===== src/rtl/axis_burst_reader_pkg.sv =====
// Shared types and helpers for the burst reader.
// State encoding, burst-size arithmetic and clogb2.
package axis_burst_reader_pkg;

    typedef enum logic [2:0] {
        ST_IDLE,
        ST_ISSUE,
        ST_STREAM,
        ST_DRAIN,
        ST_DONE
    } state_e;

    function automatic int clogb2(input int n);
        int r;
        r = 0;
        for (int i = 0; i < 31; i++)
            if ((1 << i) < n)
                r = i + 1;
        return r;
    endfunction

    // Bytes covered by one burst (BB).
    function automatic int burst_bytes(input int len, input int dw);
        return len * (dw / 8);
    endfunction

endpackage


===== src/rtl/axis_burst_reader_if.sv =====
// AXI4-Stream bundle carried by the burst reader.
interface axis_burst_reader_if #(
    parameter int DW = 32
);
    logic [DW-1:0] M_AXIS_TDATA;
    logic          M_AXIS_TVALID;
    logic          M_AXIS_TREADY;
    logic          M_AXIS_TLAST;

    modport master (
        output M_AXIS_TDATA,
        output M_AXIS_TVALID,
        output M_AXIS_TLAST,
        input  M_AXIS_TREADY
    );

    modport slave (
        input  M_AXIS_TDATA,
        input  M_AXIS_TVALID,
        input  M_AXIS_TLAST,
        output M_AXIS_TREADY
    );
endinterface


===== src/rtl/axis_burst_reader_skid.sv =====
// Two-entry registered skid buffer; output regs plus one overflow slot.
module axis_skid_buffer #(
    parameter int DW = 32
) (
    input  logic                 M_AXI_ACLK,
    input  logic                 M_AXI_ARESET,
    input  logic                 in_valid,
    input  logic [DW-1:0]        in_data,
    input  logic                 in_last,
    output logic                 in_ready,
    output logic                 empty,
    axis_burst_reader_if.master  m_axis
);
    logic          out_valid;
    logic [DW-1:0] out_data;
    logic          out_last;
    logic          skid_valid;
    logic [DW-1:0] skid_data;
    logic          skid_last;
    logic          pop;
    logic          accept;

    assign pop      = out_valid && m_axis.M_AXIS_TREADY;
    assign in_ready = !skid_valid;
    assign accept   = in_valid && in_ready;
    assign empty    = !out_valid && !skid_valid;

    assign m_axis.M_AXIS_TVALID = out_valid;
    assign m_axis.M_AXIS_TDATA  = out_data;
    assign m_axis.M_AXIS_TLAST  = out_last;

    always_ff @(posedge M_AXI_ACLK) begin
        if (M_AXI_ARESET) begin
            out_valid  <= 1'b0;
            out_data   <= '0;
            out_last   <= 1'b0;
            skid_valid <= 1'b0;
            skid_data  <= '0;
            skid_last  <= 1'b0;
        end else if (!out_valid || pop) begin
            // Output slot frees up: refill from skid first to keep order.
            if (skid_valid) begin
                out_valid  <= 1'b1;
                out_data   <= skid_data;
                out_last   <= skid_last;
                skid_valid <= 1'b0;
            end else if (accept) begin
                out_valid <= 1'b1;
                out_data  <= in_data;
                out_last  <= in_last;
            end else begin
                out_valid <= 1'b0;
            end
        end else if (accept) begin
            skid_valid <= 1'b1;
            skid_data  <= in_data;
            skid_last  <= in_last;
        end
    end

endmodule


===== src/rtl/axis_burst_reader.sv =====
// Memory-to-stream read sequencer: issues N bursts, forwards beats
// to AXI4-Stream through a skid buffer, TLAST on the final beat.
module axis_burst_reader
    import axis_burst_reader_pkg::*;
#(
    parameter int C_M_AXI_ADDR_WIDTH = 32,
    parameter int C_M_AXI_DATA_WIDTH = 32,
    parameter int C_M_AXI_BURST_LEN  = 256,
    parameter int C_CNT_WIDTH        = 16
) (
    input  logic                          M_AXI_ACLK,
    input  logic                          M_AXI_ARESET,
    input  logic [C_M_AXI_ADDR_WIDTH-1:0] cmd_address,
    input  logic [C_CNT_WIDTH-1:0]        cmd_bursts,
    input  logic                          cmd_start,
    output logic                          cmd_busy,
    output logic                          cmd_done,
    output logic                          cmd_error,
    output logic [C_M_AXI_ADDR_WIDTH-1:0] read_address,
    output logic                          read_start,
    input  logic [C_M_AXI_DATA_WIDTH-1:0] read_data,
    input  logic                          read_data_valid,
    input  logic                          read_data_last,
    output logic                          read_ready,
    input  logic                          read_end,
    input  logic                          output_idle,
    input  logic                          output_error,
    axis_burst_reader_if.master           m_axis
);
    localparam int AW = C_M_AXI_ADDR_WIDTH;
    localparam int CW = C_CNT_WIDTH;
    localparam int BB = burst_bytes(C_M_AXI_BURST_LEN, C_M_AXI_DATA_WIDTH);
    localparam int BW = clogb2(C_M_AXI_BURST_LEN) + 1;

    localparam logic [AW-1:0] BB_A     = AW'(BB);
    localparam logic [AW-1:0] BB_MASK  = BB_A - AW'(1);
    localparam logic [BW-1:0] LAST_IDX = BW'(C_M_AXI_BURST_LEN - 1);

    state_e        state_q;
    state_e        state_d;
    logic [AW-1:0] addr_q;
    logic [CW-1:0] rem_q;
    logic [BW-1:0] beat_q;
    logic          err_q;

    logic sk_ready;
    logic sk_empty;
    logic beat_acc;
    logic beat_is_last;
    logic rem_is_one;
    logic misaligned;
    logic start_acc;
    logic in_last;

    assign start_acc    = (state_q == ST_IDLE) && cmd_start;
    assign misaligned   = (cmd_address & BB_MASK) != '0;
    assign beat_is_last = beat_q == LAST_IDX;
    assign rem_is_one   = rem_q == CW'(1);
    assign beat_acc     = read_data_valid && read_ready;
    assign in_last      = rem_is_one && beat_is_last;
    assign cmd_error    = err_q;

    always_ff @(posedge M_AXI_ACLK) begin
        if (M_AXI_ARESET)
            state_q <= ST_IDLE;
        else
            state_q <= state_d;
    end

    always_comb begin
        state_d = state_q;
        unique case (state_q)
            ST_IDLE:
                if (cmd_start)
                    state_d = (cmd_bursts == '0 || misaligned) ?
                              ST_DONE : ST_ISSUE;
            ST_ISSUE:
                if (output_idle)
                    state_d = ST_STREAM;
            ST_STREAM:
                if (read_end)
                    state_d = rem_is_one ? ST_DRAIN : ST_ISSUE;
            ST_DRAIN:
                if (sk_empty)
                    state_d = ST_DONE;
            ST_DONE:
                state_d = ST_IDLE;
            default:
                state_d = ST_IDLE;
        endcase
    end

    always_comb begin
        cmd_busy     = state_q != ST_IDLE;
        cmd_done     = state_q == ST_DONE;
        read_start   = (state_q == ST_ISSUE) && output_idle;
        read_ready   = (state_q == ST_STREAM) && sk_ready;
        read_address = addr_q;
    end

    always_ff @(posedge M_AXI_ACLK) begin
        if (M_AXI_ARESET) begin
            addr_q <= '0;
            rem_q  <= '0;
            beat_q <= '0;
            err_q  <= 1'b0;
        end else begin
            if (start_acc) begin
                addr_q <= cmd_address;
                rem_q  <= cmd_bursts;
                err_q  <= misaligned;
            end else begin
                if (state_q != ST_IDLE && output_error)
                    err_q <= 1'b1;
                // Master's last flag must agree with our own beat count.
                if (beat_acc && (read_data_last != beat_is_last))
                    err_q <= 1'b1;
            end

            if (read_start)
                beat_q <= '0;
            else if (beat_acc)
                beat_q <= beat_q + BW'(1);

            if (state_q == ST_STREAM && read_end && !rem_is_one) begin
                addr_q <= addr_q + BB_A;
                rem_q  <= rem_q - CW'(1);
            end
        end
    end

    axis_skid_buffer #(
        .DW (C_M_AXI_DATA_WIDTH)
    ) u_skid (
        .M_AXI_ACLK   (M_AXI_ACLK),
        .M_AXI_ARESET (M_AXI_ARESET),
        .in_valid     (beat_acc),
        .in_data      (read_data),
        .in_last      (in_last),
        .in_ready     (sk_ready),
        .empty        (sk_empty),
        .m_axis       (m_axis)
    );

endmodule


===== src/flat_wrapper.sv =====
// flat-port wrapper written by rule: the top's interface ports become plain ports
module axis_burst_reader_flat import axis_burst_reader_pkg::*;
#(
    parameter int C_M_AXI_ADDR_WIDTH = 32,
    parameter int C_M_AXI_DATA_WIDTH = 32,
    parameter int C_M_AXI_BURST_LEN  = 256,
    parameter int C_CNT_WIDTH        = 16
)
  (M_AXI_ACLK, M_AXI_ARESET, cmd_address, cmd_bursts, cmd_start, cmd_busy, cmd_done, cmd_error, read_address, read_start, read_data, read_data_valid, read_data_last, read_ready, read_end, output_idle, output_error, m_axis_M_AXIS_TDATA, m_axis_M_AXIS_TVALID, m_axis_M_AXIS_TLAST, m_axis_M_AXIS_TREADY);
  axis_burst_reader_if #(.DW(32)) m_axis_i ();
  input  logic M_AXI_ACLK;
  input  logic M_AXI_ARESET;
  input  logic [C_M_AXI_ADDR_WIDTH-1:0] cmd_address;
  input  logic [C_CNT_WIDTH-1:0] cmd_bursts;
  input  logic cmd_start;
  output logic cmd_busy;
  output logic cmd_done;
  output logic cmd_error;
  output logic [C_M_AXI_ADDR_WIDTH-1:0] read_address;
  output logic read_start;
  input  logic [C_M_AXI_DATA_WIDTH-1:0] read_data;
  input  logic read_data_valid;
  input  logic read_data_last;
  output logic read_ready;
  input  logic read_end;
  input  logic output_idle;
  input  logic output_error;
  output wire logic [$bits(m_axis_i.M_AXIS_TDATA)-1:0] m_axis_M_AXIS_TDATA;
  output wire logic [$bits(m_axis_i.M_AXIS_TVALID)-1:0] m_axis_M_AXIS_TVALID;
  output wire logic [$bits(m_axis_i.M_AXIS_TLAST)-1:0] m_axis_M_AXIS_TLAST;
  input wire logic [$bits(m_axis_i.M_AXIS_TREADY)-1:0] m_axis_M_AXIS_TREADY;
  assign m_axis_M_AXIS_TDATA = m_axis_i.M_AXIS_TDATA;
  assign m_axis_M_AXIS_TVALID = m_axis_i.M_AXIS_TVALID;
  assign m_axis_M_AXIS_TLAST = m_axis_i.M_AXIS_TLAST;
  assign m_axis_i.M_AXIS_TREADY = m_axis_M_AXIS_TREADY;
  axis_burst_reader #(.C_M_AXI_ADDR_WIDTH(C_M_AXI_ADDR_WIDTH), .C_M_AXI_DATA_WIDTH(C_M_AXI_DATA_WIDTH), .C_M_AXI_BURST_LEN(C_M_AXI_BURST_LEN), .C_CNT_WIDTH(C_CNT_WIDTH)) u_core (.M_AXI_ACLK(M_AXI_ACLK), .M_AXI_ARESET(M_AXI_ARESET), .cmd_address(cmd_address), .cmd_bursts(cmd_bursts), .cmd_start(cmd_start), .cmd_busy(cmd_busy), .cmd_done(cmd_done), .cmd_error(cmd_error), .read_address(read_address), .read_start(read_start), .read_data(read_data), .read_data_valid(read_data_valid), .read_data_last(read_data_last), .read_ready(read_ready), .read_end(read_end), .output_idle(output_idle), .output_error(output_error), .m_axis(m_axis_i));
endmodule

===== config.mk =====
export PLATFORM = sky130hd
export DESIGN_NAME = axis_burst_reader_flat
export DESIGN_NICKNAME = d
export VERILOG_FILES = /design/src/rtl/axis_burst_reader_pkg.sv /design/src/rtl/axis_burst_reader_if.sv /design/src/rtl/axis_burst_reader_skid.sv /design/src/rtl/axis_burst_reader.sv /design/src/flat_wrapper.sv
export SDC_FILE = /design/constraint.sdc
export NUM_CORES = 1
export LEC_CHECK = 0
export ABC_AREA = 1
export BUFFER_PORTS_ARGS = -buffer_cell sky130_fd_sc_hd__buf_2
export CORE_MARGIN = 8
export CORE_UTILIZATION = 45
export DETAILED_ROUTE_END_ITERATION = 8
export PLACE_DENSITY = 0.68
export SYNTH_ARGS = -nofsm -noshare
export SYNTH_HDL_FRONTEND = slang
export SYNTH_HIERARCHICAL = 1
export SYNTH_SLANG_ARGS = --single-unit

===== constraint.sdc =====
create_clock -name M_AXI_ACLK -period 2.1 [get_ports M_AXI_ACLK]
set_input_delay 0.105 -clock M_AXI_ACLK [delete_from_list [all_inputs] [get_ports M_AXI_ACLK]]
set_output_delay 0.105 -clock M_AXI_ACLK [all_outputs]
set_load 0.02 [all_outputs]

==> impl_results.md <==
- Hold Path Class: input port to register
- Metal2 WL: 9040 µm
- XOR/XNOR share of the synthesized area: 0.0211
- Routed wire length: 19,100 µm
- Setup TNS: 0 ps
- Finished Cell Area: 8940 µm²
- Hpwl dp: 13,300 µm
- Synthesis-to-layout area growth: 26.5%
- 1st-iter DRT viols: 489
- Die Wd: 141 µm
- Adder-Cell Fraction of Synth Area: 0.00885
- Worst setup path start: u_core/beat_q[0]
- Slowest CP cell: dfxtp_1
- Slowest stage delay, CP: 360 ps
- Post-DRT Antenna Nets: 0
- Drt drc: 0
- Synth Area in Compound Gates: 0.0641
- Fmax: 547 MHz
- Met3 WL: 1390 µm
- GPL Wtd Cong: 0.898
- Period utilization: 0.870
- Mux share of post-synthesis cell area: 0
- Mapped Cells: 1,166
- Area leader, netlist: dfxtp_1
- Most instantiated library cell after synthesis: nand2_1
- Clock skew: 10.1 ps
- CTS Buf Count: 17
- Depth of the CTS H-tree: 4
- Die Ht: 141 µm
- Slew @ Worst Pin: 624 ps
- Top routing layer in use: met4
- Synth Area per Inst: 6.06 µm²
- Crit. End Element: register
- Worst Path Buf+Inv: 2
- Antenna violations before repair: 0
- Final Hold Viols: 0
- Worst-path cell chain: ha_1 -> nand4_1 -> nor3_1 -> ha_1 -> inv_1 -> nor4_1 -> inv_1 -> o21ai_0 -> nor2_1 -> nor2_1
- Netlist area before placement: 7070 µm²
- Largest family of logic cells by synthesized area: simple AND/OR/NAND/NOR gates
- Wirelength per Cell: 12.2 µm
- Post-synth top cells: nand2_1, nor2_1, inv_1, dfxtp_1, nand3_1
- FP Rows: 46
- # port buffers: 159
- Hold Slack: 13.5 ps
- Vias/cell: 4.67
- Clk root buf: clkbuf_16
- Final Setup Violations: 0
- First-pass GRT wire length: 31,500 µm
- GRT overflow: 0
- Leak pwr: 4.51 nW
- R2R Path Start: u_core/beat_q[0]
- Top cell type's share of synthesized area: 0.365
- Seq/Total Area, Yosys: 0.365
- Die area: 20,000 µm²
- Critical path type: register to register
- Worst rel slew slack: 0.584
- Post-synthesis cell type count: 31
- Final Slew Violations: 0
- Hold_sp: read_data[15]
- CP delay by family, top: simple AND/OR/NAND/NOR gates
- Dominant cells by area after synthesis: dfxtp_1, nand2_1, nor2_1, nand3_1, inv_1
- TritonCTS clock tree: yes
- Resize count post-CTS: 0
- Initial core utilization: 0.453
- Met1 WL: 8450 µm
- DRT Pass-1 Iters: 6
- #FFs+latches synth: 129
- Crit-path max FO: 4
- FFs w/ async S/R, synth: 0
- Ys flop type: dfxtp_1
- Ys Warns: 6
- Worst skew pair latency: 420 ps
- Post-layout net count: 1,435
- Syn Nets: 1,260
- Pwr Density: 885 nW/µm²
- Maxcap violations: 0
- Worst setup SP type: register
- Vias: 7,343
- Share of layout cells above drive strength 1: 0.171
- Critical Path RT: 2460 ps
- Clock tree buffer depth: 2
- VDD IR max: 580 µV
- CTS sink cnt: 129
- Unrepaired setup endpoints after global routing: no
- Final worst path period need: 1830 ps
- Post-synth EDFFs: 0
- Ports: 160
- Synth Area in Simple Gates: 0.420
- Critical Path AT: 2190 ps
- Pin count of the biggest net entering global routing: 69
- Clk slew on worst S/H paths: 60 ps
- Status: finished clean
- DP Area: 8070 µm²
- Placeable Area: 15,600 µm²
- GRT Overall Usage: 0.191
- Vias in the first global route: 6,704
## registers in the layout, indices dropped and copies added, names as in the netlist
register and flops:
u_core/read_address 32, u_core/u_skid/m_axis.M_AXIS_TDATA 32, u_core/u_skid/skid_data 32, u_core/rem_q 16, u_core/beat_q 9, u_core/state_q 3
u_core/cmd_error 1, u_core/u_skid/m_axis.M_AXIS_TLAST 1, u_core/u_skid/m_axis.M_AXIS_TVALID 1, u_core/u_skid/skid_last 1, u_core/u_skid/skid_valid 1
## per-layer routing
metal | track usage | vias up
met5 | 0 | -
met4 | 0.0650 | 0
met3 | 0.0601 | 16
met2 | 0.321 | 195
met1 | 0.225 | 3212
li1 | - | 3920
## what timing repair did
item / CTS / global route
endpoints found under the hold margin: 29 / 0
hold buffers: 29 / 0
setup buffers: 0 / 0
## worst register-to-register path: cells and delay by family, from the launching register on
family | cells | cell delay [ps]
buffers and inverters | 2 | 120
AOI/OAI and AO/OA | 1 | 140
DFF | 1 | 360
adders and majority gates | 2 | 400
and+or+nand+nor | 5 | 740
## final timing paths
path	endpoint	slack, ps	cells past startpoint
max	u_core/u_skid/m_axis.M_AXIS_TLAST	270	10
min	u_core/u_skid/skid_data[15]	10	5
max reg2reg	u_core/u_skid/m_axis.M_AXIS_TLAST	270	10
min reg2reg	u_core/beat_q[4]	440	2
## layout make-up
cell class,count,area [µm²]
Inverter,149,559
Fill cell,1586,6660
Tap cell,216,270
Sequential cell,129,2580
Timing Repair Buffer,207,1300
Clock inverter,13,128
Multi-Input combinational cell,837,3640
Antenna cell,1,2.50
Clock buffer,19,453
## kinds of logic after synthesis
group	Yosys count
flops	129
simple gates	727
xor+xnor	17
buf+inv	200
compound gates	88
fa+ha+maj	5
## cells in the final DEF (no fill, tap or decap)
cell type      netlist  final
inv_2                3      4
xnor2_1              8      8
nor3_1               7      7
xor2_1               9      9
clkinv_4             0      7
buf_2               24    159
bufinv_16            0      1
clkbuf_8             0      2
dlygate4sd3_1        0     29
nand4_1              5      5
buf_12               0      6
nand3_1            117    117
nand2_2              2      3
o21ai_0             54     54
clkbuf_16            0     17
diode_2              0      1
o211ai_1             2      2
nor4_1               1      1
ha_1                 5      5
nor2_4               4      4
o21ai_1              4      4
dfxtp_1            129    128
nor2_1             248    246
nor2_2               2      4
a21oi_2              1      1
a211oi_1             1      1
inv_1              146    145
buf_4                3     13
clkinv_2             0      2
dfxtp_2              0      1
a31oi_1              1      1
inv_6                0      3
nand3_2              2      2
nand2_1            334    333
a21oi_1             25     25
nand3b_1             3      3
or2_2                2      2
## where the power goes
part           total [mW]  internal (mW)  switching (mW)
clock                2.89           1.71            1.18
sequential           2.89           2.68           0.214
combinational        2.13          0.769            1.36
## metrics by stage
step	total power, mW	utilization	worst slack, ps	cells
after detailed placement	5.03	0.517	278	1509
after global placement	5.00	0.517	292	1509
after floorplan	4.39	-	89.7	1166
after CTS	7.98	0.573	267	1570
after global routing	8.40	0.573	20.7	1570
final	7.91	0.573	272	1571
(Power assumes the default switching activity.)
